`src/rtl/fpu_pkg.sv`:
```
// fpu_pkg: shared FPU types and helpers (multiplier state encoding, wide two's-complement negate)
package fpu_pkg;
    localparam int MAX_W = 128;
    typedef enum logic [1:0] {MUL_IDLE = 2'd0, MUL_RUN = 2'd1, MUL_FIX = 2'd2} mul_state_t;
    // Negate x modulo 2^w; callers size-cast the result back to their own width.
    function automatic logic [MAX_W-1:0] twos_neg(input logic [MAX_W-1:0] x, input int w);
        logic [MAX_W-1:0] m;
        m = (w >= MAX_W) ? '1 : (MAX_W'(1) << w) - MAX_W'(1);
        return (~x + MAX_W'(1)) & m;
    endfunction
endpackage

```
`src/rtl/seq_mult_datapath.sv`:
```
// seq_mult_datapath: acc/mcand/mplier registers with the shift-add step and final sign fix-up
module seq_mult_datapath
    import fpu_pkg::*;
#(
    parameter int WIDTH = 32
) (
    input  logic                 clk,
    input  logic                 reset,
    input  logic                 load,
    input  logic                 step,
    input  logic                 is_signed,
    input  logic [WIDTH-1:0]     op_a,
    input  logic [WIDTH-1:0]     op_b,
    output logic                 rest_zero,
    output logic [2*WIDTH-1:0]   result
);
    logic [2*WIDTH-1:0] acc, mcand, acc_nxt;
    logic [WIDTH-1:0]   mplier, mag_a, mag_b;
    logic               neg;
    always_comb begin
        mag_a     = (is_signed && op_a[WIDTH-1]) ? WIDTH'(twos_neg(MAX_W'(op_a), WIDTH)) : op_a;
        mag_b     = (is_signed && op_b[WIDTH-1]) ? WIDTH'(twos_neg(MAX_W'(op_b), WIDTH)) : op_b;
        acc_nxt   = acc + (mplier[0] ? mcand : '0);
        result    = neg ? (2*WIDTH)'(twos_neg(MAX_W'(acc_nxt), 2*WIDTH)) : acc_nxt;
        rest_zero = (mplier >> 1) == '0;
    end
    always_ff @(posedge clk) begin
        if (reset) begin
            acc    <= '0;
            mcand  <= '0;
            mplier <= '0;
            neg    <= 1'b0;
        end else if (load) begin
            acc    <= '0;
            mcand  <= (2*WIDTH)'(mag_a);
            mplier <= mag_b;
            neg    <= is_signed & (op_a[WIDTH-1] ^ op_b[WIDTH-1]);
        end else if (step) begin
            acc    <= acc_nxt;
            mcand  <= mcand << 1;
            mplier <= mplier >> 1;
        end
    end
endmodule

```
`src/rtl/seq_shift_add_mult.sv`:
```
// seq_shift_add_mult: iterative shift-add multiplier with start/busy/done handshake.
// Define SEQ_MULT_EARLY_TERM_EN to finish as soon as the remaining multiplier bits are zero.
module seq_shift_add_mult
    import fpu_pkg::*;
#(
    parameter  int WIDTH = 32,
    localparam int CNT_W = $clog2(WIDTH) + 1
) (
    input  logic                 clk,
    input  logic                 reset,
    input  logic                 start,
    input  logic                 is_signed,
    input  logic [WIDTH-1:0]     op_a,
    input  logic [WIDTH-1:0]     op_b,
    output logic                 busy,
    output logic                 done,
    output logic [2*WIDTH-1:0]   product
);
    mul_state_t         state;
    logic [CNT_W-1:0]   cnt;
    logic               load, step, last, rest_zero;
    logic [2*WIDTH-1:0] result;
    assign load = (state == MUL_IDLE) && start;
    assign step = (state == MUL_RUN);
`ifdef SEQ_MULT_EARLY_TERM_EN
    assign last = (cnt == CNT_W'(WIDTH - 1)) || rest_zero;
`else
    assign last = (cnt == CNT_W'(WIDTH - 1));
`endif
    seq_mult_datapath #(.WIDTH(WIDTH)) u_dp (
        .clk       (clk),
        .reset     (reset),
        .load      (load),
        .step      (step),
        .is_signed (is_signed),
        .op_a      (op_a),
        .op_b      (op_b),
        .rest_zero (rest_zero),
        .result    (result)
    );
    // Outputs are registered on the final RUN edge so the FIX cycle already shows done and product.
    always_ff @(posedge clk) begin
        if (reset) begin
            state   <= MUL_IDLE;
            cnt     <= '0;
            busy    <= 1'b0;
            done    <= 1'b0;
            product <= '0;
        end else begin
            done <= 1'b0;
            case (state)
                MUL_IDLE: if (start) begin
                    state <= MUL_RUN;
                    cnt   <= '0;
                    busy  <= 1'b1;
                end
                MUL_RUN: begin
                    cnt <= cnt + CNT_W'(1);
                    if (last) begin
                        state   <= MUL_FIX;
                        busy    <= 1'b0;
                        done    <= 1'b1;
                        product <= result;
                    end
                end
                MUL_FIX: state <= MUL_IDLE;
                default: state <= MUL_IDLE;
            endcase
        end
    end
endmodule
```
`config.mk`:
```
export PLATFORM = sky130hd
export DESIGN_NAME = seq_shift_add_mult
export DESIGN_NICKNAME = d
export VERILOG_FILES = /design/src/rtl/fpu_pkg.sv /design/src/rtl/seq_mult_datapath.sv /design/src/rtl/seq_shift_add_mult.sv
export SDC_FILE = /design/constraint.sdc
export NUM_CORES = 1
export LEC_CHECK = 0
export ABC_AREA = 1
export CELL_PAD_IN_SITES_DETAIL_PLACEMENT = 0
export CELL_PAD_IN_SITES_GLOBAL_PLACEMENT = 1
export CORE_UTILIZATION = 42
export CTS_BUF_LIST = sky130_fd_sc_hd__clkbuf_4
export CTS_CLUSTER_SIZE = 14
export DETAILED_ROUTE_END_ITERATION = 10
export PLACE_DENSITY_LB_ADDON = 0.1
export RECOVER_POWER = 100
export SLEW_MARGIN = 10
export SYNTH_ARGS = -nofsm -noshare
export SYNTH_HDL_FRONTEND = slang
export SYNTH_SLANG_ARGS = --single-unit
```
`constraint.sdc`:
```
create_clock -name clk -period 3.82 [get_ports clk]
set_input_delay 0.764 -clock clk [delete_from_list [all_inputs] [get_ports clk]]
set_output_delay 0.764 -clock clk [all_outputs]
set_load 0.02 [all_outputs]
```
==> impl_results.md, run 1 <==
* Minimum period implied by the final worst setup slack at approximately 3700 ps
* Post-layout total power at 6.90 mW
* Category of the most critical setup path: reg2reg
* Failing checks: max-capacitance violations, max-slew violations
* Worst hold start: reset
* Register-to-Register Path Depth at 23
* Cell depth of the worst hold path at 2
* Worst hold path endpoint: busy
* Share of post-route cells with drive strength above 1 at 0.133
* Setup violations, final at 0
* Number of global-route vias before repair at just over 20000
* Count of vias placed by the detailed router at approximately 22000
* CTS max path bufs at 3
* Met1 WL at around 36000 um
* Final Max Slew Viols at ~350
* Ratio of final minimum period to clock period at 0.965
* Cell accounting for the most synthesized area: sky130_fd_sc_hd__dfxtp_1
* Transition time at the pin with the least slew margin at ~2200 ps
* Worst slack at placement at -100 ps
* Cell Rows at 77
* Standby leakage power at 12.2 nW
* Hold slack at ~240 ps
* Starting utilization of the core area at 0.430
* RR Startpoint: u_dp.mplier[0]
* Cell chosen for the clock root: sky130_fd_sc_hd__clkbuf_4
* Combined area of all synthesized cells at roughly 0.019 mm^2
* Die Span X at around 220 um
* Endpoint required time on the critical path at approximately 4500 ps
* Number of synthesized register bits at about 240
* Crit. End Element: flip-flop
* Pre-antenna DRT Iters at 6
* Quantity of hold-fixing buffers added after cts at 0
* Later-pin clock latency in the skew report at ~800 ps
* Number of levels the H-tree was split into at 3
* Ratio of routed vias to standard cells at between 5 and 6
* Routed WL at approximately 75000 um
* Data arrival at the endpoint of the critical path at ~4400 ps
* Initial DRC count at 1906
* Layout-stage area growth over the synthesis result at 20.3%
* Largest net degree at the start of global routing at about 180
* Wire per inst at about 18 um
* Max Fclk at roughly 270 MHz
* First-pass GRT wire length at ~110000 um
* Worst r2r dst: product[59]
* Final net count at between 3000 and 4000
* Cell count after synthesis at 3383
* Inst Count DP at approximately 4100
* Pwr dens at roughly 300 mW/mm^2
* Worst reg-to-reg setup slack at roughly 130 ps
* Tightest slew margin relative to the limit at -0.481
* Grt ovf at 0
* Sequential element share of the synthesized area at 0.245
* Area of the die at about 0.047 mm^2
* TNS Setup at 0 ps
* Cell types with the largest area share after synthesis: sky130_fd_sc_hd__dfxtp_1 (25%), sky130_fd_sc_hd__nand2_1 (24%), sky130_fd_sc_hd__inv_1 (11%), sky130_fd_sc_hd__a21oi_1 (5.7%), sky130_fd_sc_hd__nor2_1 (5.4%)
* Count of yosys warnings during synthesis at 0
* Path type of the worst min-delay path: in2reg
* Count of cell types in the netlist at 48
* Maximum fanout along the worst path at 12
* Num ports at approximately 130
* Top layer in use: met4
* Avg Synthesized Cell Area at 5.67 um^2
* Antenna violation net count after detailed routing at 0
* Startpoint kind of the worst setup timing path: flip-flop
* Die Span Y at 216 um
* HPWL after detailed placement at approximately 60000 um
* Clk slew on worst S/H paths at about 70 ps
* Worst-case clock skew at 38.7 ps
* Setup slack after layout at 132 ps
* Number of max-cap violations at 3
* Core area at roughly 0.045 mm^2
* Cell Count, Final, Fillers Out at roughly 4200
* Number of inserted filler cells in the final layout at 4732
* CTS sink count at roughly 240
* CTS tree: built
* Met2 Routed Length at 31200 um
* Area share of the largest cell type after synthesis at 0.245
* Syn Nets at 3519
* Run status: complete, but fails checks
* Drc violations at 0
* Hold Fails Final Rpt at 0
* Wire length on met3 at ~6200 um
* IR drop worst, VDD at roughly 0.2 mV
* Overall Global Routing Usage at 0.319
* Number of CTS-inserted buffers at 71
* Placer's final routability congestion estimate at between 1 and 1.5
* Count of input and output buffers at 133
* Number of antenna violations at the first check in global routing at 2
[where the power goes]
group | leakage [nW] | internal (mW) | switching (mW)
sequential | 1.91 | 2.55 | 0.0957
clock | 0.529 | 1.34 | 1.23
combinational | 9.75 | 0.585 | 1.10
total | 12.2 | 4.47 | 2.43
[worst max-delay path: stages (launching register included)]
cell	delay, ps
sky130_fd_sc_hd__dfxtp_4	380
sky130_fd_sc_hd__buf_8	160
sky130_fd_sc_hd__nand2_1	70
sky130_fd_sc_hd__inv_1	40
sky130_fd_sc_hd__ha_1	440
sky130_fd_sc_hd__nand2_1	120
sky130_fd_sc_hd__nand2_1	160
sky130_fd_sc_hd__nand2_1	110
sky130_fd_sc_hd__nand2_1	70
sky130_fd_sc_hd__nand2_1	60
sky130_fd_sc_hd__nand3_2	120
sky130_fd_sc_hd__xor2_1	690
sky130_fd_sc_hd__nor2_2	110
sky130_fd_sc_hd__nand3_4	170
sky130_fd_sc_hd__nor2_8	80
sky130_fd_sc_hd__nand2_4	80
sky130_fd_sc_hd__nor2_4	50
sky130_fd_sc_hd__buf_4	140
sky130_fd_sc_hd__nand3_2	80
sky130_fd_sc_hd__nand2_2	90
sky130_fd_sc_hd__nand3_1	140
sky130_fd_sc_hd__nand3_1	100
sky130_fd_sc_hd__nand2_1	80
sky130_fd_sc_hd__inv_1	40
[metal layers]
metal / GRT usage / vias up
met4: 0.102 / 0
met2: 0.478 / 852
met1: 0.454 / 10014
met5: 0 / -
li1: - / 10968
met3: 0.0630 / 131
[stage by stage]
stage | cell area [um^2] | utilization
floorplan | 19200 | -
global route | 23100 | 0.517
finish | 23100 | 0.517
global placement | 21700 | 0.486
CTS | 22600 | 0.507
detailed placement | 21700 | 0.486
[worst max path at each step]
stage                         from           to  slack [ps]
finish              u_dp.mplier[0]  product[59]         130
global route        u_dp.mplier[0]  product[59]          -7
CTS                 u_dp.mplier[0]  product[55]           7
detailed placement  u_dp.mplier[0]  product[44]        -100
global placement    u_dp.mplier[0]  product[44]         -50
floorplan           u_dp.mplier[0]  product[59]         410
[cell type report]
type,instances,area [um^2],share of cell area
Inverter,580,2180,0.0943
Tap cell,592,741,0.0321
Antenna cell,2,5.00,0.000217
Multi-Input combinational cell,2462,12400,0.538
Clock buffer,100,751,0.0325
Clock inverter,20,143,0.00618
Sequential cell,235,4710,0.204
Timing Repair Buffer,238,2130,0.0924
[layout by cell type (no fill, tap or decap), types with 4 or more instances in the layout]
cell type / instances
sky130_fd_sc_hd__nand2_1: 1192
sky130_fd_sc_hd__ha_2: 13
sky130_fd_sc_hd__o21ai_1: 13
sky130_fd_sc_hd__nand3_1: 133
sky130_fd_sc_hd__a21oi_1: 214
sky130_fd_sc_hd__nor4_1: 6
sky130_fd_sc_hd__nor2_2: 60
sky130_fd_sc_hd__dfxtp_1: 233
sky130_fd_sc_hd__o21ai_0: 161
sky130_fd_sc_hd__clkdlybuf4s50_1: 65
sky130_fd_sc_hd__ha_1: 48
sky130_fd_sc_hd__a21oi_2: 5
sky130_fd_sc_hd__nand2_2: 73
sky130_fd_sc_hd__buf_4: 95
sky130_fd_sc_hd__o21bai_1: 4
sky130_fd_sc_hd__nand4_1: 31
sky130_fd_sc_hd__clkbuf_4: 101
sky130_fd_sc_hd__nand2_4: 10
sky130_fd_sc_hd__a31oi_1: 8
sky130_fd_sc_hd__or2_2: 4
sky130_fd_sc_hd__o221ai_1: 6
sky130_fd_sc_hd__clkinv_2: 5
sky130_fd_sc_hd__xnor2_1: 20
sky130_fd_sc_hd__nand3_2: 20
sky130_fd_sc_hd__nor3_1: 25
sky130_fd_sc_hd__nor2_1: 225
sky130_fd_sc_hd__o211ai_1: 67
sky130_fd_sc_hd__ha_4: 6
sky130_fd_sc_hd__clkinv_1: 14
sky130_fd_sc_hd__nor2_4: 29
sky130_fd_sc_hd__xor2_1: 48
sky130_fd_sc_hd__dlygate4sd3_1: 67
sky130_fd_sc_hd__inv_1: 543
sky130_fd_sc_hd__nand3b_1: 13
sky130_fd_sc_hd__inv_2: 34
[kinds of logic (layout without fill, tap and decap cells)]
group           Yosys count  count (layout)  share of synthesized area
fa+ha+maj                68              68                     0.0447
flops                   235             235                      0.245
simple gates           1833            1833                      0.401
compound gates          490             490                      0.141
other cells               0               2                          0
xor+xnor                 71              71                     0.0336
buf+inv                 686             938                      0.134
[what timing repair did]
| action | 4_1_cts | 5_1_grt |
|---|---|---|
| buffers inserted | 0 | 3 |
| pin swaps | 0 | 8 |
| setup endpoints to repair | 8 | 40 |
| resized for setup | 5 | 145 |
[synthesized netlist by cell type (all sizes together)]
cell type,count
o31ai,2
nand4,32
o221ai,6
inv,577
clkinv,3
nor4,7
a21o,1
o311ai,1
clkbuf,78
a41oi,1
o22ai,1
xor2,49
nor2,315
o2111ai,1
or2,4
dfxtp,235
o211ai,67
and2,2
xnor2,22
a31oi,8
o41ai,1
nand3,156
nand3b,13
buf,28
o21ai,174
nand2,1275
fa,1
o21bai,5
nor3,29
a221oi,2
a211oi,1
ha,67
a21oi,219
[registers in the layout (all words and copies together) (netlist names)]
signal and count:
product 64, u_dp.acc 64, u_dp.mcand 64, u_dp.mplier 32, cnt 6, state 2, busy 1, done 1
u_dp.neg 1
Note: power is estimated with default switching activity, not from simulation.
==> run 2, diff against run 1 <==
- CORE_UTILIZATION: 42 -> 50
- DONT_BUFFER_PORTS: unset -> 1
- clock period: 3.82 -> 4.7 ns (I/O delays scaled with it)
==> impl_results.md, run 2 (same netlist as run 1, synthesis figures left out) <==
* Run status: complete, but fails checks
* Failing checks: max-capacitance violations, max-slew violations
* Worst hold start: reset
* Setup repair after global routing missed its margin: false
* Number of CTS-inserted buffers at 69
* Fraction of power spent switching nets at 0.355
* Worst hold path endpoint: product[27]
* Proportion of power drawn by flip-flops and latches at 0.411
* Part of the power in combinational logic at 0.216
* Post-CTS setup buffer count at 0
* Hold slack at roughly 250 ps
* Cell chosen for the clock root: sky130_fd_sc_hd__clkbuf_4
* First-pass GRT wire length at 107000 um
* Worst slack at placement at between 700 and 800 ps
* Count of input and output buffers at 0
* Grt ovf at 0
* Count of vias placed by the detailed router at 21266
* CTS tree: built
* Setup violations, final at 0
* Crit. End Element: flip-flop
* Number of inserted filler cells in the final layout at approximately 4100
* Final net count at 3500
* Minimum period implied by the final worst setup slack at between 4000 and 5000 ps
* Cell depth of the worst hold path at 1
* Clock power share at 0.373
* Pwr dens at 257 mW/mm^2
* Initial DRC count at between 2000 and 2500
* Register-to-Register Path Depth at 23
* Path type of the worst min-delay path: in2reg
* Layout-stage area growth over the synthesis result at 5.78%
* Cell chain of the critical path: buf_4 -> nand2_1 -> inv_1 -> ha_1 -> nand2_1 -> inv_1 -> nand2_1 -> nand3_1 -> nand3_1 -> nand2_1 -> nand2_1 -> nand2_1 -> nand2_1 -> nand2_1 -> nand2_1 -> nor2_1 -> nand2_1 -> nor2_1 -> nand3b_1 -> nand3_1 -> nand3_1 -> nand2_1 -> inv_1
* Number of buffers and inverters on the critical path at 4
* Drc violations at 0
* Switching power at approximately 1.9 mW
* Die Span Y at a little under 200 um
* Cell Rows at 71
* Placer's final routability congestion estimate at 1.07
* Biggest cell delay along the critical path at around 600 ps
* Endpoint required time on the critical path at roughly 5400 ps
* Pre-antenna DRT Iters at 6
* Highest-count cells in the layout ignoring fill and taps: sky130_fd_sc_hd__nand2_1 (1239), sky130_fd_sc_hd__inv_1 (552), sky130_fd_sc_hd__nor2_1 (275)
* Category of the most critical setup path: reg2reg
* Number of levels the H-tree was split into at 3
* Antenna violation net count after detailed routing at 0
* Data arrival at the endpoint of the critical path at roughly 5000 ps
* Design internal power at ~3.4 mW
* Ratio of final minimum period to clock period at 0.902
* Setup slack after layout at 458 ps
* CP delay by family, top: simple AND/OR/NAND/NOR gates
* Sequential standard cell area at between 0.004 and 0.005 mm^2
* Core area at 0.0378 mm^2
* Startpoint kind of the worst setup timing path: flip-flop
* HPWL after detailed placement at between 50000 and 60000 um
* Standby leakage power at between 10 and 15 nW
* Largest net degree at the start of global routing at 182
* Quantity of hold-fixing buffers added after cts at 0
* Clk slew on worst S/H paths at approximately 60 ps
* Num ports at between 100 and 150
* Worst reg-to-reg setup slack at 460 ps
* Wire per inst at 18.0 um
* Hold Fails Final Rpt at 0
* Starting utilization of the core area at 0.508
* Count of instances resized after the clock tree is built at 0
* Multi-input logic area at 0.0118 mm^2
* Later-pin clock latency in the skew report at slightly below 800 ps
* Max Fclk at between 200 and 250 MHz
* TNS Setup at 0 ps
* Number of max-cap violations at 2
* Worst-case clock skew at between 40 and 50 ps
* IR drop worst, VDD at about 0.24 mV
* Worst path most repeated cell: sky130_fd_sc_hd__nand2_1
* Die Span X at between 150 and 200 um
* Area of the die at 0.0392 mm^2
* Routed WL at 70500 um
* RR Startpoint: u_dp.mplier[0]
* Share of post-route cells with drive strength above 1 at 0.0704
* Largest registers in the final layout: product: 64 flops, u_dp.acc: 64 flops, u_dp.mcand: 64 flops
* Final Max Slew Viols at 152
* Number of global-route vias before repair at 19231
* Worst r2r dst: product[44]
* Cell at the slowest stage of the critical path: sky130_fd_sc_hd__dfxtp_1
* Transition time at the pin with the least slew margin at between 1500 and 2000 ps
* Commonest non-fill, non-tap cell in the layout: sky130_fd_sc_hd__nand2_1
* Maximum fanout along the worst path at 16
* CTS sink count at 235
* Number of antenna violations at the first check in global routing at 2
* Tightest slew margin relative to the limit at -0.257
* Overall Global Routing Usage at 0.357
* Ratio of routed vias to standard cells at 5.42
* CTS max path bufs at 3
[run 2: worst register-to-register path, delay by kind of cell, from the launching register on]
kind	cells	cell delay [ps]
fa+ha+maj	1	200
buf+inv	4	520
simple gates	18	2830
flops	1	600
[run 2: metrics by stage]
stage / instance area (um^2) / power (mW) / util / std cells
2_1_floorplan: 19200 / 2.99 / - / 3383
3_3_place_gp: 19600 / 3.28 / 0.519 / 3804
3_5_place_dp: 19600 / 3.29 / 0.519 / 3804
4_1_cts: 20400 / 5.24 / 0.541 / 3922
5_1_grt: 20300 / 5.49 / 0.538 / 3924
6_report: 20300 / 5.22 / 0.538 / 3924
[run 2: area by class of cell]
class                      count  share of cell area
multi-input combinational   2462               0.582
inverter                     580               0.107
tap                          511              0.0315
antenna                        2            0.000246
clock buffer                  98              0.0362
clock inverter                20             0.00468
sequential                   235               0.232
timing repair buffer          16             0.00598
[run 2: power groups by stage]
stage                     sequential, mW  clock, mW  combinational [mW]
after floorplan                     2.15          0               0.837
after global placement              2.18          0                1.10
after detailed placement            2.18          0                1.11
after CTS                           2.14       1.99                1.11
after global routing                2.15       2.10                1.24
final                               2.15       1.95                1.13
[run 2: worst max path at each step]
| stage | from | to | slack (ps) | depth (start not counted) |
|---|---|---|---|---|
| after floorplan | u_dp.mplier[0] | product[59] | 1290 | 26 |
| after global placement | u_dp.mplier[0] | product[44] | 790 | 22 |
| after detailed placement | u_dp.mplier[0] | product[44] | 800 | 22 |
| after CTS | u_dp.mplier[0] | product[44] | 780 | 22 |
| after global routing | u_dp.mplier[0] | product[62] | 200 | 27 |
| final | u_dp.mplier[0] | product[44] | 460 | 23 |
[run 2: layer usage]
layer / share of wire / wire, um / global-route usage / vias up
met5: 0 / 0 / 0 / -
met4: 0.031 / 2200 / 0.121 / 0
met3: 0.10 / 7370 / 0.0879 / 136
met2: 0.42 / 29500 / 0.536 / 920
met1: 0.45 / 31400 / 0.494 / 9679
li1: - / - / - / 10531
==> run 3, diff against run 2 <==
- PLACE_DENSITY: unset -> 0.87
- PLACE_DENSITY_LB_ADDON: 0.1 -> unset
==> impl_results.md, run 3 (same netlist as run 1, synthesis figures left out) <==
* Run status: complete, but fails checks
* Number of inserted filler cells in the final layout at 4093
* Layout-stage area growth over the synthesis result at 6.32%
* Final net count at between 3000 and 4000
* Maximum fanout along the worst path at 21
* Number of global-route vias before repair at 19490
* Starting utilization of the core area at 0.508
* HPWL after detailed placement at 56000 um
* Drc violations at 0
* Path type of the worst min-delay path: in2reg
* Share of post-route cells with drive strength above 1 at 0.0764
* Area of the die at about 0.039 mm^2
* Startpoint kind of the worst setup timing path: flip-flop
* Crit. End Element: flip-flop
* Antenna violation net count after detailed routing at 0
* Number of max-cap violations at 4
* Clk slew on worst S/H paths at 60 ps
* Cell Rows at 71
* Quantity of hold-fixing buffers added after cts at 0
* TNS Setup at 0 ps
* Endpoint required time on the critical path at ~5300 ps
* Commonest non-fill, non-tap cell in the layout: sky130_fd_sc_hd__nand2_1
* Number of levels the H-tree was split into at 3
* Pwr dens at roughly 260 mW/mm^2
* Pre-antenna DRT Iters at 7
* Highest-count cells in the layout ignoring fill and taps: sky130_fd_sc_hd__nand2_1 (1225), sky130_fd_sc_hd__inv_1 (548), sky130_fd_sc_hd__nor2_1 (274)
* Number of antenna violations at the first check in global routing at 1
* Hold Fails Final Rpt at 0
* Setup repair after global routing missed its margin: false
* CTS tree: built
* Max Fclk at roughly 230 MHz
* Count of instances resized after the clock tree is built at 0
* First-pass GRT wire length at 108000 um
* Num ports at between 100 and 150
* Cell chosen for the clock root: sky130_fd_sc_hd__clkbuf_4
* Setup violations, final at 0
* Routed WL at 70900 um
* Data arrival at the endpoint of the critical path at 4930 ps
* Hold slack at between 200 and 300 ps
* Overall Global Routing Usage at 0.362
* Final Max Slew Viols at about 200
* CTS max path bufs at 3
* Count of input and output buffers at 0
* Minimum period implied by the final worst setup slack at 4290 ps
* Largest registers in the final layout: product: 64 flops, u_dp.acc: 64 flops, u_dp.mcand: 64 flops
* Grt ovf at 0
* Standby leakage power at 10.9 nW
* Largest net degree at the start of global routing at between 100 and 150
* Ratio of routed vias to standard cells at ~5.4
* Tightest slew margin relative to the limit at -0.893
* Count of vias placed by the detailed router at around 21000
* Post-CTS setup buffer count at 0
* CTS sink count at 235
* Die Span X at between 150 and 200 um
* Die Span Y at approximately 200 um
* Placer's final routability congestion estimate at 1.08
* IR drop worst, VDD at 0.166 mV
* Core area at 0.0378 mm^2
* Later-pin clock latency in the skew report at 790 ps
* Worst path most repeated cell: sky130_fd_sc_hd__nand2_1
* Failing checks: max-capacitance violations, max-slew violations
* Initial DRC count at between 1500 and 2000
* Wire per inst at ~18 um
* Cell at the slowest stage of the critical path: sky130_fd_sc_hd__dfxtp_2
* Number of CTS-inserted buffers at between 70 and 80
* Worst-case clock skew at approximately 56 ps
* Category of the most critical setup path: reg2reg
* Ratio of final minimum period to clock period at 0.913
* Transition time at the pin with the least slew margin at 2840 ps
* Biggest cell delay along the critical path at between 500 and 600 ps
[run 3: cell types whose count changed in the layout (fill, tap and decap cells not counted), sizes merged]
cell / delta
buf: +1
dlymetal6s2s: +1
inv: -1
clkbuf: +2
bufinv: +2
clkinv: -1
[run 3: layout make-up]
cell class	count	area [um^2]	area share
Antenna cell	2	5.00	0.000245
Clock buffer	98	736	0.0360
Clock inverter	20	138	0.00674
Inverter	580	2180	0.107
Multi-Input combinational cell	2462	11900	0.582
Sequential cell	235	4710	0.231
Tap cell	511	639	0.0313
Timing Repair Buffer	20	136	0.00668
[run 3: path summary, 6_finish.rpt]
kind | start | end | slack [ps] | cells past startpoint
max reg2reg | u_dp.mplier[0] | product[59] | 410 | 26
min | reset | u_dp.mplier[4] | 260 | 1
min reg2reg | u_dp.mplier[29] | u_dp.mplier[29] | 460 | 2
max | u_dp.mplier[0] | product[59] | 410 | 26
[run 3: through the flow]
step / util / cells / power (mW) / instance area, um^2 / setup WS [ps]
floorplan: - / 3383 / 2.99 / 19200 / 1290
global placement: 0.520 / 3808 / 3.28 / 19600 / 661
detailed placement: 0.520 / 3808 / 3.30 / 19600 / 650
CTS: 0.543 / 3926 / 5.35 / 20500 / 639
global route: 0.541 / 3928 / 5.57 / 20400 / 130
finish: 0.541 / 3928 / 5.31 / 20400 / 411
[run 3: power by group]
group / total (mW) / switching (mW) / internal, mW
clock: 2.04 / 0.976 / 1.07
combinational: 1.12 / 0.790 / 0.332
sequential: 2.14 / 0.0707 / 2.07
total: 5.31 / 1.84 / 3.47
[run 3: critical path, delay by kind of cell, from the launching register on]
family	cells	cell delay [ps]
buffers and inverters	6	380
adder cells (fa/ha/maj)	2	570
AND/OR/NAND/NOR	17	2450
XOR/XNOR	1	220
flip-flops	1	550
[run 3: routing by layer]
layer	part of all wire	routed length, um	vias to the layer above	global-route usage
met4	0.035	2450	0	0.138
met3	0.11	7490	129	0.0879
met5	0	0	-	0
met2	0.42	29500	910	0.545
met1	0.44	31400	9544	0.494
li1	-	-	10527	-
